`src/rtl/sps_host_driver_if.sv`:
```
// Parallel command/response port of the SPS host driver.
// The host side uses master; the driver uses slave.
interface sps_host_driver_if #(
    parameter int ADDR_W = 20,
    parameter int DATA_W = 16
);
    logic              cmd_valid;
    logic              cmd_ready;
    logic [2:0]        cmd_op;
    logic [ADDR_W-1:0] cmd_addr;
    logic [DATA_W-1:0] cmd_wdata;
    logic              rsp_valid;
    logic [DATA_W-1:0] rsp_data;
    logic              busy;

    modport master (
        output cmd_valid, cmd_op, cmd_addr, cmd_wdata,
        input  cmd_ready, rsp_valid, rsp_data, busy
    );

    modport slave (
        input  cmd_valid, cmd_op, cmd_addr, cmd_wdata,
        output cmd_ready, rsp_valid, rsp_data, busy
    );
endinterface

```
`src/rtl/sps_host_driver.sv`:
```
// SPS host driver: serialises one command per controller frame and
// deserialises the read word returned on the following frame.
module sps_host_driver #(
    parameter int ADDR_W    = 20,
    parameter int DATA_W    = 16,
    parameter int FRAME_LEN = 23
) (
    input  logic            clk,
    input  logic            rst,
    sps_host_driver_if.slave host,
    output logic [2:0]      read_write_sel,
    output logic            serial_addr,
    output logic            serial_data,
    input  logic            serial_rdata
);
    localparam int FC_W = $clog2(FRAME_LEN);
    localparam int HALF = DATA_W / 2;
    localparam logic [FC_W-1:0] FC_LAST   = FC_W'(FRAME_LEN - 1);
    localparam logic [FC_W-1:0] SER_FIRST = FC_W'(2);
    localparam logic [FC_W-1:0] A_LAST    = FC_W'(ADDR_W + 1);
    localparam logic [FC_W-1:0] D_LAST    = FC_W'(DATA_W + 1);
    localparam logic [FC_W-1:0] R_FIRST   = FC_W'(3);
    localparam logic [FC_W-1:0] R_FULL    = FC_W'(DATA_W + 2);
    localparam logic [FC_W-1:0] R_HALF    = FC_W'(HALF + 2);

    typedef enum logic [1:0] {IDLE, SYNC, XFER, RET} state_t;

    state_t            state_q, state_d;
    logic [FC_W-1:0]   fc_q, fc_d;
    logic [2:0]        op_q, op_d;
    logic [ADDR_W-1:0] addr_q, addr_d;
    logic [DATA_W-1:0] wdata_q, wdata_d;
    logic [DATA_W-1:0] sh_q, sh_d;
    logic [2:0]        rws_q, rws_d;
    logic              rsp_valid_q, rsp_valid_d;
    logic [DATA_W-1:0] rsp_data_q, rsp_data_d;

    logic              full_word;
    logic              wr_bytes;
    logic              addr_act;
    logic              data_act;
    logic [FC_W-1:0]   r_last;
    logic [DATA_W-1:0] sh_next;

    assign full_word = (op_q[2:1] == 2'b11);
    assign wr_bytes  = op_q[0] && (op_q[2:1] != 2'b00);
    assign r_last    = full_word ? R_FULL : R_HALF;
    assign sh_next   = {sh_q[DATA_W-2:0], serial_rdata};
    assign addr_act  = (state_q == XFER) && (fc_q >= SER_FIRST) && (fc_q <= A_LAST);
    assign data_act  = (state_q == XFER) && wr_bytes && (fc_q >= SER_FIRST) && (fc_q <= D_LAST);

    // Address and data registers double as shift registers: MSB is on the wire.
    assign serial_addr    = addr_act ? addr_q[ADDR_W-1] : 1'b0;
    assign serial_data    = data_act ? wdata_q[DATA_W-1] : 1'b0;
    assign read_write_sel = rws_q;

    assign host.cmd_ready = (state_q == IDLE);
    assign host.busy      = (state_q != IDLE);
    assign host.rsp_valid = rsp_valid_q;
    assign host.rsp_data  = rsp_data_q;

    always_comb begin
        state_d     = state_q;
        fc_d        = (fc_q == FC_LAST) ? '0 : fc_q + FC_W'(1);
        op_d        = op_q;
        addr_d      = addr_q;
        wdata_d     = wdata_q;
        sh_d        = sh_q;
        rws_d       = rws_q;
        rsp_valid_d = 1'b0;
        rsp_data_d  = rsp_data_q;
        case (state_q)
            IDLE: begin
                rws_d = 3'b000;
                if (host.cmd_valid) begin
                    op_d    = host.cmd_op;
                    addr_d  = host.cmd_addr;
                    wdata_d = host.cmd_wdata;
                    state_d = SYNC;
                end
            end
            SYNC: begin
                if (fc_q == FC_LAST) begin
                    rws_d   = op_q;
                    state_d = XFER;
                end
            end
            XFER: begin
                if (addr_act) addr_d  = addr_q << 1;
                if (data_act) wdata_d = wdata_q << 1;
                if (fc_q == FC_LAST) begin
                    rws_d   = 3'b000;
                    state_d = (!op_q[0] && (op_q[2:1] != 2'b00)) ? RET : IDLE;
                end
            end
            RET: begin
                if ((fc_q >= R_FIRST) && (fc_q <= r_last)) sh_d = sh_next;
                // Response registers on the last sampled bit, so it shows one cycle later.
                if (fc_q == r_last) begin
                    rsp_valid_d = 1'b1;
                    if (full_word)
                        rsp_data_d = sh_next;
                    else if (op_q[2])
                        rsp_data_d = {sh_next[HALF-1:0], {HALF{1'b0}}};
                    else
                        rsp_data_d = {{HALF{1'b0}}, sh_next[HALF-1:0]};
                end
                if (fc_q == FC_LAST) state_d = IDLE;
            end
            default: state_d = IDLE;
        endcase
    end

    always_ff @(posedge clk or negedge rst) begin
        if (!rst) begin
            state_q     <= IDLE;
            fc_q        <= '0;
            op_q        <= '0;
            addr_q      <= '0;
            wdata_q     <= '0;
            sh_q        <= '0;
            rws_q       <= '0;
            rsp_valid_q <= 1'b0;
            rsp_data_q  <= '0;
        end else begin
            state_q     <= state_d;
            fc_q        <= fc_d;
            op_q        <= op_d;
            addr_q      <= addr_d;
            wdata_q     <= wdata_d;
            sh_q        <= sh_d;
            rws_q       <= rws_d;
            rsp_valid_q <= rsp_valid_d;
            rsp_data_q  <= rsp_data_d;
        end
    end
endmodule
```
`src/flat_wrapper.sv`:
```
// flat-port wrapper written by rule: the top's interface ports become plain ports
module sps_host_driver_flat 
#(
    parameter int ADDR_W    = 20,
    parameter int DATA_W    = 16,
    parameter int FRAME_LEN = 23
)
  (clk, rst, read_write_sel, serial_addr, serial_data, serial_rdata, host_cmd_valid, host_cmd_op, host_cmd_addr, host_cmd_wdata, host_cmd_ready, host_rsp_valid, host_rsp_data, host_busy);
  sps_host_driver_if #(.ADDR_W(ADDR_W), .DATA_W(DATA_W)) host_i ();
  input  logic clk;
  input  logic rst;
  output logic [2:0] read_write_sel;
  output logic serial_addr;
  output logic serial_data;
  input  logic serial_rdata;
  input wire logic [$bits(host_i.cmd_valid)-1:0] host_cmd_valid;
  input wire logic [$bits(host_i.cmd_op)-1:0] host_cmd_op;
  input wire logic [$bits(host_i.cmd_addr)-1:0] host_cmd_addr;
  input wire logic [$bits(host_i.cmd_wdata)-1:0] host_cmd_wdata;
  output wire logic [$bits(host_i.cmd_ready)-1:0] host_cmd_ready;
  output wire logic [$bits(host_i.rsp_valid)-1:0] host_rsp_valid;
  output wire logic [$bits(host_i.rsp_data)-1:0] host_rsp_data;
  output wire logic [$bits(host_i.busy)-1:0] host_busy;
  assign host_i.cmd_valid = host_cmd_valid;
  assign host_i.cmd_op = host_cmd_op;
  assign host_i.cmd_addr = host_cmd_addr;
  assign host_i.cmd_wdata = host_cmd_wdata;
  assign host_cmd_ready = host_i.cmd_ready;
  assign host_rsp_valid = host_i.rsp_valid;
  assign host_rsp_data = host_i.rsp_data;
  assign host_busy = host_i.busy;
  sps_host_driver #(.ADDR_W(ADDR_W), .DATA_W(DATA_W), .FRAME_LEN(FRAME_LEN)) u_core (.clk(clk), .rst(rst), .host(host_i), .read_write_sel(read_write_sel), .serial_addr(serial_addr), .serial_data(serial_data), .serial_rdata(serial_rdata));
endmodule
```
`config.mk`:
```
export PLATFORM = sky130hd
export DESIGN_NAME = sps_host_driver_flat
export DESIGN_NICKNAME = d
export VERILOG_FILES = /design/src/rtl/sps_host_driver_if.sv /design/src/rtl/sps_host_driver.sv /design/src/flat_wrapper.sv
export SDC_FILE = /design/constraint.sdc
export NUM_CORES = 1
export LEC_CHECK = 0
export ABC_AREA = 0
export BUFFER_PORTS_ARGS = -buffer_cell sky130_fd_sc_hd__buf_2
export CAP_MARGIN = 20
export CORE_ASPECT_RATIO = 0.75
export CORE_UTILIZATION = 45
export DETAILED_ROUTE_END_ITERATION = 8
export GPL_TIMING_DRIVEN = 0
export PLACE_DENSITY = 0.66
export SLEW_MARGIN = 15
export SYNTH_ARGS = -nofsm -noshare
export SYNTH_HDL_FRONTEND = slang
export SYNTH_SLANG_ARGS = --single-unit
```
`constraint.sdc`:
```
create_clock -name clk -period 3.8 [get_ports clk]
set_clock_uncertainty 0.05 [all_clocks]
set_input_delay 0.19 -clock clk [delete_from_list [all_inputs] [get_ports clk]]
set_output_delay 0.19 -clock clk [all_outputs]
set_load 0.02 [all_outputs]
```
== Word level (Yosys, flattened, before mapping) ==
Index checks and enable logic that the tools add are counted.
W data, S select, Z words.

* Input port bits: 43
* Flip-flop bits (word level): 81
* Output and inout port bits: 24
* Word-level logic and storage cells: 71

* $add $sub $neg: 1
* Reduce and logical (&&, ||, !) cells: 21
* Muxes and demuxes: 23
* Equality and inequality tests: 12
* Magnitude comparators: 5

{| class="wikitable"
|+ Operator list
! cell !! number
|-
| $mux W16 || 4
|-
| $mux W20 || 2
|-
| $pmux W20 S2 || 1
|-
| $pmux W16 S2 || 1
|-
| $ge A5 B2 Y1 const B || 2
|-
| $le A5 B5 Y1 const B || 2
|-
| $mux W2 || 5
|-
| $mux W5 || 2
|-
| $pmux W3 S3 || 1
|-
| $reduce_and A3 Y1 || 3
|-
| $logic_and A1 B1 Y1 || 8
|-
| $ne A2 B1 Y1 const B || 4
|-
| $pmux W2 S4 || 1
|-
| $eq A2 B2 Y1 const B || 3
|-
| $mux W3 || 2
|-
| $reduce_and A2 Y1 || 3
|-
| $reduce_bool A2 Y1 || 3
|-
| $add A5 B1 Y5 const B || 1
|-
| $eq A5 B5 Y1 || 1
|-
| $eq A5 B5 Y1 const B || 1
|-
| $le A5 B5 Y1 || 1
|-
| $mux W1 || 4
|-
| $ne A2 B2 Y1 const B || 2
|-
| $reduce_and A4 Y1 || 1
|-
| other kinds (4) || 4
|}

== Longest topological paths before layout ==
Gate-level depths: netlist of run 1.

* Depth after elaboration: 7
* Depth in mapped cells: 10
* Gate-level depth less buffers: 8

== Worst setup path after synthesis of run 1 ==
Ideal clock, no wire load.

* Path type: register to register
* From: reg u_core.op_q[2]
* To: reg u_core.sh_q[10]
* Library setup time: 0.125 ns
* Cell stages (with the launch flop): 9
* Data arrival time: 2.043 ns
* Clock period less this slack: 2.217 ns
* Path slack: 1.583 ns
* Buffers on the path: 1
* Required time: 3.625 ns
* Path through: dfrtp_1 nand2_1 clkinv_1 ha_1 o21a_1 nor3_1 o21a_1 buf_2 mux2_2

* Cells in the longest elaborated chain, start to end: 5

{| class="wikitable"
|+ Ends and longest elaborated chain
! what !! RTL line !! text
|-
| start: declaration || sps_host_driver.sv:30 || <nowiki>logic [2:0] op_q, op_d;</nowiki>
|-
| start signal: assignment || sps_host_driver.sv:128 || <nowiki>op_q <= op_d;</nowiki>
|-
| $eq A2 B2 Y1 || sps_host_driver.sv:45 || <nowiki>assign full_word = (op_q[2:1] == 2'b11);</nowiki>
|-
| $mux W5 || sps_host_driver.sv:47 || <nowiki>assign r_last = full_word ? R_FULL : R_HALF;</nowiki>
|-
| $le A5 B5 Y1 || sps_host_driver.sv:97 || <nowiki>if ((fc_q >= R_FIRST) && (fc_q <= r_last)) sh_d = sh_next;</nowiki>
|-
| $logic_and A1 B1 Y1 || sps_host_driver.sv:97 ||
|-
| $reduce_and A2 Y1 (no source line) || -- ||
|-
| end signal: assignment || sps_host_driver.sv:121 || <nowiki>sh_q <= '0;</nowiki>
|-
| end signal: assignment || sps_host_driver.sv:131 || <nowiki>sh_q <= sh_d;</nowiki>
|-
| end: declaration || sps_host_driver.sv:33 || <nowiki>logic [DATA_W-1:0] sh_q, sh_d;</nowiki>
|}

No other way between the ends.
A chain may end at the register's enable or synchronous reset.

== Final worst setup path of run 1 ==
* From: reg u_core.op_q[1]
* To: reg u_core.sh_q[9]

The elaborated chain is that of the path after synthesis.

==> impl_metrics.tcl, run 1 <==
set metrics [dict create \
    run_status "complete, no violations" \
    synth.top_cells.by_area "dfrtp_1, mux2_2, mux2_4" \
    worstHoldStart "host_cmd_addr[0]" \
    post_layout_nonfiller_instances 492 \
    grt_first_pass_wirelength_um 12800 \
    grt.total_usage_pct 19.2 \
    seqPwrFrac_pct 48.5 \
    report.final.setup_viol 0 \
    cts_resized 0 \
    clkSlewWorstSetupHoldPaths_ps 60 \
    startpoint_type "register" \
    clock_insertion_delay_worst_skew_ps 330 \
    synth_fp_nets 351 \
    yosys.area_share.simple_pct 9.05 \
    critical_path_arrival_ps 2830 \
    clock_tree.htree_level_count 3 \
    maximum_net_fanout_on_the_critical_path 10 \
    ios 67 \
    cts.repair_timing.setup_buffer_count 0 \
    design.die.area_um2 8890 \
    min_period_ps 2660 \
    reg2reg_depth 8 \
    viasPerCell 5.20 \
    ys_types 42 \
    synth_top_flop_cell "dfrtp_1" \
    timing.final.max_slew_violations 0 \
    final.period_utilization_pct 70.0 \
    rows 28 \
    tritoncts "yes" \
    combined_area_of_the_multi_input_logic_cells_um2 1680 \
    yosys-mux-area-fraction_pct 26.3 \
    fp.dieW_um 109 \
    clock-root-buffer "clkbuf_16" \
    drt_iter0_markers 79 \
    setup_repair_after_global_routing_missed_its_margin "no" \
    power_density_nw_per_um2 416 \
    global_route.overflow_total 0 \
    fillCellCount 709 \
    hold_viol_final 0 \
    ir_drop_uv 238 \
    yosysTopAreaCell "dfrtp_1" \
    synth_compound_area_share_pct 6.07 \
    syn_to_final_growth_pct 20.6 \
    synth.yosys.seq_area_share_pct 52.9 \
    required_ps 3970 \
    synth_most_common_cell "dfrtp_1" \
    timing.critical_path.from "u_core.op_q[1]" \
    worst-setup-path-type "register to register" \
    post_synth_most_frequent_cells "dfrtp_1, mux2_2, nand2_1" \
    min_delay_path_depth 3 \
    power.share.combinational_pct 8.2 \
    cts.path.max_buffers 2 \
    final_antenna_net_count 0 \
    cts_hold_buffers 1 \
    number_of_maximum_capacitance_violations 0 \
    netlist.area_leader.share_pct 52.9 \
    fin_setup_tns_ps 0 \
    grt_antenna_before_repair 0 \
    synth.ff_latch_count 81 \
    pin_count_of_the_biggest_net_entering_global_routing 57 \
    routed_wire_length_per_instance_um 15.7 \
    place.port_buffers 66 \
    synthesis.area_per_instance_um2 12.6 \
    floorplan.die.height_um 81.9 \
    setup.worst_path.end_class "register" \
    largest_family_of_logic_cells_by_synthesized_area "multiplexers" \
    detail_route.drc_violations 0 \
    numCtsBuffers 9 \
    share_clk_of_total_power_pct 43.2 \
    timing.fmax_ghz 0.376 \
    hold_ws_ps 33.3 \
    max-slew-margin-rel_pct 46.7 \
    synthArstFlopShare_pct 100 \
    sequential_cell_area_um2 2030 \
    worstHoldPathType "input pin to register" \
    drt_wl_total_um 7740 \
    critical_path.reg2reg.startpoint "u_core.op_q[1]" \
    netlist_area_before_placement_um2 3830 \
    cellLeakagePower_nw 2.25 \
    synth.yosys.warnings 0 \
    internal_power_w 0.00147 \
    insertedDiodeCount 0 \
    drive_above_1_share_pct 47.3 \
    synth_fa_ha_area_share_pct 1.89 \
    total_number_of_vias 2559 \
    effective_utilization_at_floorplan_pct 47.5 \
    net-switching-power_w 0.000456 \
    numClockSinks 81 \
    finish.net_count 430 \
    number_of_global_route_vias_before_repair 2631 \
    weighted_congestion_reported_at_the_end_of_routability_driven_placement 0.810 \
    synthesis.instances 303 \
    hpwl_after_detailed_placement_um 5480 \
    synth_enable_flop_cells 0 \
    tightest_slew_ps 798 \
    synthXorXnorAreaFrac_pct 0.457 \
    design.core.area_um2 8060 \
    dp_cells 475 \
    first_pass_iteration_count_of_the_detailed_router 4 \
    power.share.switching_pct 23.7 \
]
[worst paths after layout]
kind	endpoint	slack, ps
min	u_core.addr_q[0]	30
min in group asynchronous	u_core.host.rsp_data[15]	250
min reg2reg	u_core.host.rsp_data[7]	410
max reg2reg	u_core.sh_q[9]	1140
max	u_core.sh_q[9]	1140
max in group asynchronous	u_core.fc_q[3]	2850
[critical path, cell delays in order (launching register included)]
cell      delay [ps]
dfrtp_1          470
nand2_1          130
clkinv_1         250
ha_1             380
o21a_1           110
nor3_1           150
o21a_1           310
buf_2            310
mux2_2           370
[per-stage QoR]
step	setup slack [ps]	cell area [um2]	utilization (%)	power, W
global route	899	4620	57.4	0.00200
detailed placement	1170	4320	53.6	0.00111
global placement	1180	4290	53.3	0.00110
finish	1140	4620	57.4	0.00192
floorplan	1580	3830	-	0.00104
CTS	1140	4620	57.4	0.00195
[registers in the layout, indices dropped and copies added (netlist names)]
name and count:
u_core.addr_q 20, u_core.fc_q 5, u_core.host.rsp_data 16, u_core.host.rsp_valid 1
u_core.op_q 3, u_core.read_write_sel 3, u_core.sh_q 15, u_core.state_q 2
u_core.wdata_q 16
[area by class of cell]
class / count / area share [%]
Tap cell: 105 / 2.84
Buffer: 15 / 2.14
Clock inverter: 6 / 1.08
Inverter: 8 / 0.650
Multi-Input combinational cell: 199 / 36.2
Clock buffer: 10 / 5.17
Sequential cell: 81 / 43.9
Timing Repair Buffer: 68 / 8.01
[power by group through the flow]
stage | clock network (W) | registers [W] | logic [W]
global placement | 0 | 0.000947 | 0.000150
global route | 0.000888 | 0.000938 | 0.000176
CTS | 0.000849 | 0.000934 | 0.000162
floorplan | 0 | 0.000940 | 0.000101
detailed placement | 0 | 0.000950 | 0.000159
finish | 0.000831 | 0.000933 | 0.000159
[cells in the final DEF (no fill, tap or decap), drive strengths merged, types with 3 or more instances in the layout]
master / count
inv: 9
ha: 5
nand3: 11
buf: 79
dfrtp: 81
nand2: 27
nor2: 24
nand2b: 3
a22o: 4
a221oi: 8
clkbuf: 13
clkinv: 4
mux2: 86
o21ai: 5
[logic make-up after synthesis]
group | after synthesis
muxes | 86
DFF | 81
and+or+nand+nor | 75
AOI/OAI and AO/OA | 30
buffers and inverters | 23
adders and majority gates | 6
xor gates and xnor gates | 2
[metal layers]
metal	GRT usage, %	part of all wire (%)	wire length, um	up-vias
met1	25.2	47	3630	1242
met4	7.16	1.1	87	0
li1	-	-	-	1243
met3	6.83	6.2	481	9
met5	0	0	0	-
met2	29.4	46	3550	65
Power figures use the tool's default switching activity.
==> run 2: changes to the inputs <==
==> constraint.sdc (replaced) <==
create_clock -name clk -period 2.74 [get_ports clk]
set_clock_uncertainty 0.05 [all_clocks]
set_input_delay 0.137 -clock clk [delete_from_list [all_inputs] [get_ports clk]]
set_output_delay 0.137 -clock clk [all_outputs]
set_load 0.02 [all_outputs]
==> run 2 against run 1 <==
  * Total power is 39% higher
  * Register-to-register slack worse by 1000 ps
  * Clock power is 38% higher
  * Final cell count is 0.81% higher
  * Critical path depth stayed put
  * Non-clock buffer count is 4 higher
  * Maximum frequency is 2.1% higher
  * Flip-flop and latch count stayed put
  * Die area stayed put
  * First-iteration DRC count is 14% lower
  * Hold slack worse by 16 ps
  * Clock-buffer cell count stayed put
  * Critical endpoint unchanged
==> impl_metrics.tcl, run 2 (synthesized netlist as in run 1, its figures left out) <==
set metrics [dict create \
    run_status "complete, no violations" \
    effective_utilization_at_floorplan_pct 47.5 \
    dp_cells 475 \
    global_route.overflow_total 0 \
    final_antenna_net_count 0 \
    most-common-layout-cells "dfrtp_1, mux2_2, buf_2" \
    power.share.switching_pct 23.6 \
    finish.net_count 434 \
    setup.worst_path.end_class "register" \
    numClockSinks 81 \
    power.share.combinational_pct 8.5 \
    hold_viol_final 0 \
    ir_drop_uv 329 \
    ios 67 \
    routed_wire_length_per_instance_um 15.6 \
    grt_antenna_before_repair 0 \
    timing.final.max_slew_violations 0 \
    first_pass_iteration_count_of_the_detailed_router 6 \
    post_layout_nonfiller_instances 496 \
    flip_flop_count_of_the_largest_register_all_copies_and_words_added 20 \
    design.die.area_um2 8890 \
    tritoncts "yes" \
    clock-root-buffer "clkbuf_16" \
    sequential_cell_area_um2 2030 \
    number_of_maximum_capacitance_violations 0 \
    fillCellCount 704 \
    grt_first_pass_wirelength_um 12700 \
    startpoint_type "register" \
    seqPwrFrac_pct 48.5 \
    cellLeakagePower_nw 2.27 \
    share_clk_of_total_power_pct 43.0 \
    viasPerCell 5.24 \
    timing.fmax_ghz 0.384 \
    layout.cells.most_common "dfrtp_1" \
    maximum_net_fanout_on_the_critical_path 10 \
    max-slew-margin-rel_pct 44.9 \
    critical_path_arrival_ps 2770 \
    placement.cell_area_um2 4320 \
    final.period_utilization_pct 95.0 \
    report.final.setup_viol 0 \
    fp.dieW_um 109 \
    design.core.area_um2 8060 \
    floorplan.die.height_um 81.9 \
    internal_power_w 0.00204 \
    cts.repair_timing.setup_buffer_count 0 \
    grt.total_usage_pct 19.2 \
    min_period_ps 2600 \
    insertedDiodeCount 0 \
    detail_route.drc_violations 0 \
    pin_count_of_the_biggest_net_entering_global_routing 57 \
    place.port_buffers 66 \
    worst-setup-path-type "register to register" \
    clock_tree.htree_level_count 3 \
    rows 28 \
    clock_insertion_delay_worst_skew_ps 330 \
    finalInstanceArea_um2 4670 \
    required_ps 2900 \
    numCtsBuffers 9 \
    tightest_slew_ps 825 \
    drt_wl_total_um 7750 \
    combined_area_of_the_multi_input_logic_cells_um2 1680 \
    syn_to_final_growth_pct 21.9 \
    cts.path.max_buffers 2 \
    hpwl_after_detailed_placement_um 5480 \
    max_flop_register "u_core.addr_q" \
    power_density_nw_per_um2 571 \
    total_number_of_vias 2597 \
    worstHoldPathType "input pin to register" \
    drt_iter0_markers 68 \
    number_of_global_route_vias_before_repair 2661 \
    clkSlewWorstSetupHoldPaths_ps 60 \
    drive_above_1_share_pct 47.6 \
    weighted_congestion_reported_at_the_end_of_routability_driven_placement 0.810 \
    hold_ws_ps 16.9 \
    fin_total_pwr_w 0.00267 \
    net-switching-power_w 0.000629 \
]
## run 2: cell count changes in the layout (fill, tap and decap cells not counted), sizes merged
cell | before | now
dlygate4sd3 | 1 | 5
buf | 79 | 77
clkbuf | 13 | 15
clkinv | 4 | 2
clkinvlp | 1 | 2
inv | 9 | 10
## run 2: worst paths after layout
path	end	depth (start not counted)	startpoint	slack, ps
min in group asynchronous	u_core.host.rsp_data[15]	2	rst	200
hold reg to reg	u_core.host.rsp_data[7]	2	u_core.host.rsp_data[7]	410
setup / recovery	u_core.sh_q[9]	8	u_core.op_q[1]	140
hold / removal	u_core.wdata_q[0]	3	host_cmd_wdata[0]	20
max in group asynchronous	u_core.fc_q[3]	3	rst	1840
setup reg to reg	u_core.sh_q[9]	8	u_core.op_q[1]	140
## run 2: power groups by stage
stage	logic (W)	clock network, W	registers, W
3_3_place_gp	0.000207	0	0.00131
4_1_cts	0.000229	0.00118	0.00130
6_report	0.000226	0.00115	0.00129
2_1_floorplan	0.000140	0	0.00130
5_1_grt	0.000250	0.00123	0.00130
3_5_place_dp	0.000220	0	0.00132
## run 2: final cells by class
type / instances / share of cell area (%)
multi-input combinational: 199 / 35.9
timing repair buffer: 72 / 8.78
clock inverter: 6 / 1.07
clock buffer: 10 / 5.12
tap: 105 / 2.81
buffer: 15 / 2.25
inverter: 8 / 0.723
sequential: 81 / 43.4
## run 2: repair_timing
item | CTS | global route
resized for setup | 0 | 6
endpoints found under the hold margin | 29 | 0
hold buffers | 5 | 0
setup endpoints to repair | 0 | 20
## run 2: routing by layer
layer	wire length, um	vias up	part of all wire (%)	global-route usage, %
met1	3560	1277	46	25.2
met3	471	11	6.1	6.67
met2	3610	61	47	29.2
met5	0	-	0	0
met4	101	0	1.3	7.30
li1	-	1248	-	-
## run 2: through the flow
step           worst slack (ps)  TNS [ps]  utilization (%)
2_1_floorplan               523         0                -
3_3_place_gp                115         0             53.3
3_5_place_dp                114         0             53.6
4_1_cts                    83.5         0             57.9
5_1_grt                   -30.4      -119             58.0
6_report                    136         0             58.0
## run 2: worst max-delay path, stage by stage, from the launching register on
cell        delay [ps]
dfrtp_1            480
nand2_1            180
clkinvlp_4         220
ha_1               340
o21a_1             110
nor3_1             150
o21a_1             310
clkbuf_4           290
mux2_2             350
==> run 3: changes to the inputs <==
--- a/config.mk
+++ b/config.mk
@@ -8,11 +8,13 @@
 export ABC_AREA = 0
 export BUFFER_PORTS_ARGS = -buffer_cell sky130_fd_sc_hd__buf_2
 export CAP_MARGIN = 20
+export CELL_PAD_IN_SITES_DETAIL_PLACEMENT = 2
+export CELL_PAD_IN_SITES_GLOBAL_PLACEMENT = 2
 export CORE_ASPECT_RATIO = 0.75
-export CORE_UTILIZATION = 45
+export CORE_UTILIZATION = 37
 export DETAILED_ROUTE_END_ITERATION = 8
 export GPL_TIMING_DRIVEN = 0
-export PLACE_DENSITY = 0.66
+export PLACE_DENSITY_LB_ADDON = 0.1
 export SLEW_MARGIN = 15
 export SYNTH_ARGS = -nofsm -noshare
 export SYNTH_HDL_FRONTEND = slang
==> run 3 against run 2 <==
  * Sequential share of layout area shrank 0.52 points
  * Non-clock buffer count unchanged
  * Sequential power about the same
  * Total power is 4.4% higher
  * Hold slack improved by 17 ps
  * Wire length rose by 20%
  * Global-route usage decreased by 0.39 points
  * Final cell count is 5.4% higher
  * Critical endpoint is now u_core.host.rsp_data[3]
==> impl_metrics.tcl, run 3 (synthesized netlist as in run 1, its figures left out) <==
set metrics [dict create \
    cts.path.max_buffers 2 \
    max_flop_register "u_core.addr_q" \
    grt_first_pass_wirelength_um 15600 \
    path_buf_inv 4 \
    hpwl_after_detailed_placement_um 6630 \
    combined_area_of_the_multi_input_logic_cells_um2 1680 \
    max-slew-margin-rel_pct 50.8 \
    report.final.setup_viol 0 \
    worstHoldPathType "input pin to register" \
    ios 67 \
    layout.cells.most_common "dfrtp_1" \
    final.period_utilization_pct 89.8 \
    first_pass_iteration_count_of_the_detailed_router 4 \
    critical_path_arrival_ps 2680 \
    hold_viol_final 0 \
    effective_utilization_at_floorplan_pct 38.9 \
    place.port_buffers 66 \
    detail_route.drc_violations 0 \
    numCtsBuffers 9 \
    sequential_cell_area_um2 2030 \
    finish.net_count 434 \
    worstHoldStart "serial_rdata" \
    ff2ff_setup_slack_ps 280 \
    most-common-layout-cells "dfrtp_1, mux2_2, buf_2" \
    drive_above_1_share_pct 47.8 \
    cp_common_cell "nand2_1" \
    fp.dieW_um 120 \
    finalInstanceArea_um2 4730 \
    design.core.area_um2 9850 \
    min_period_ps 2460 \
    design.die.area_um2 10800 \
    critical_path.reg2reg.startpoint "u_core.op_q[2]" \
    final_antenna_net_count 0 \
    timing.critical_path.slowest_stage_cell "dfrtp_1" \
    number_of_maximum_capacitance_violations 0 \
    grt.total_usage_pct 18.8 \
    grt_antenna_before_repair 0 \
    numClockSinks 81 \
    post_layout_nonfiller_instances 523 \
    hold_ws_ps 33.4 \
    drt_wl_total_um 9300 \
    crit_path_cell_trace "nand2_1 -> clkinvlp_4 -> ha_1 -> nand2_1 -> or3_1 -> clkbuf_1 -> clkinv_2 -> buf_2 -> nand3_1 -> nand2_1" \
    clock_insertion_delay_worst_skew_ps 330 \
    clock-root-buffer "clkbuf_16" \
    timing.critical_path.max_delay_family "simple AND/OR/NAND/NOR gates" \
    tightest_slew_ps 736 \
    number_of_global_route_vias_before_repair 2923 \
    required_ps 2960 \
    routed_wire_length_per_instance_um 17.8 \
    power_density_nw_per_um2 589 \
    ir_drop_uv 320 \
    maximum_net_fanout_on_the_critical_path 10 \
    syn_to_final_growth_pct 23.4 \
    setup_repair_after_global_routing_missed_its_margin "no" \
    pin_count_of_the_biggest_net_entering_global_routing 43 \
    min_delay_path_depth 3 \
    layout.core_utilization_pct 48.0 \
    drt_iter0_markers 114 \
    insertedDiodeCount 0 \
    worst_path_largest_cell_delay_ps 490 \
    rows 31 \
    weighted_congestion_reported_at_the_end_of_routability_driven_placement 0.746 \
    fin_total_pwr_w 0.00279 \
    clkSlewWorstSetupHoldPaths_ps 60 \
    placement.cell_area_um2 4360 \
    reg2reg_depth 10 \
    total_number_of_vias 2692 \
    floorplan.die.height_um 90.1 \
    timing.fmax_ghz 0.406 \
    run_status "complete, no violations" \
    flip_flop_count_of_the_largest_register_all_copies_and_words_added 20 \
    rr_endpoint "u_core.host.rsp_data[3]" \
    timing.final.max_slew_violations 0 \
    cellLeakagePower_nw 2.28 \
    startpoint_type "register" \
    clock_tree.htree_level_count 3 \
    fillCellCount 1005 \
    dp_cells 502 \
    tritoncts "yes" \
    setup.worst_path.end_class "register" \
    viasPerCell 5.15 \
    global_route.overflow_total 0 \
    hold_path_end "u_core.host.rsp_data[0]" \
    worst-setup-path-type "register to register" \
]
## run 3: worst max-delay path by stage
stage	startpoint	to	slack, ps	cells past startpoint
6_report	u_core.op_q[2]	u_core.host.rsp_data[3]	280	10
5_1_grt	u_core.op_q[1]	u_core.host.rsp_data[14]	140	9
2_1_floorplan	u_core.op_q[2]	u_core.sh_q[10]	520	8
3_5_place_dp	u_core.op_q[2]	u_core.host.rsp_data[15]	-0.5	9
4_1_cts	u_core.op_q[2]	u_core.host.rsp_data[15]	30	9
3_3_place_gp	u_core.op_q[2]	u_core.host.rsp_data[14]	30	9
## run 3: repair_timing
| item | CTS | global route |
|---|---|---|
| gates resized for setup | 3 | 2 |
| setup buffers | 0 | 1 |
| endpoints found under the setup margin | 11 | 20 |
| pin swaps | 0 | 0 |
| hold endpoints to repair | 42 | 0 |
| hold buffers | 4 | 0 |
## run 3: power breakdown
part / internal, W / switching, W / total [W]
Clock: 0.000760 / 0.000497 / 0.00126
Sequential: 0.00126 / 0.0000405 / 0.00130
Combinational: 0.000131 / 0.0000995 / 0.000231
## run 3: tightest hold or removal path: stages
cell     delay [ps]
buf_2           120
nand3_1          70
nand2_1          50
## run 3: final cells by class
| cell class | instances | area share (%) |
|---|---|---|
| timing repair buffer | 72 | 8.63 |
| clock inverter | 5 | 1.32 |
| tap | 132 | 3.49 |
| sequential | 81 | 42.9 |
| buffer | 15 | 2.17 |
| inverter | 8 | 0.741 |
| clock buffer | 11 | 5.35 |
| multi-input combinational | 199 | 35.4 |
## run 3: per-stage QoR
stage          setup slack, ps  setup TNS [ps]
2_1_floorplan              523               0
3_3_place_gp              32.8               0
3_5_place_dp            -0.484          -0.484
4_1_cts                   27.1               0
5_1_grt                    141               0
6_report                   279               0
## run 3: layer usage
layer | share of wire, % | vias to the layer above | GRT usage [%]
li1 | - | 1240 | -
met1 | 48 | 1392 | 25.4
met2 | 47 | 51 | 29.8
met3 | 3.6 | 9 | 4.57
met4 | 1.1 | 0 | 5.31
met5 | 0 | - | 0
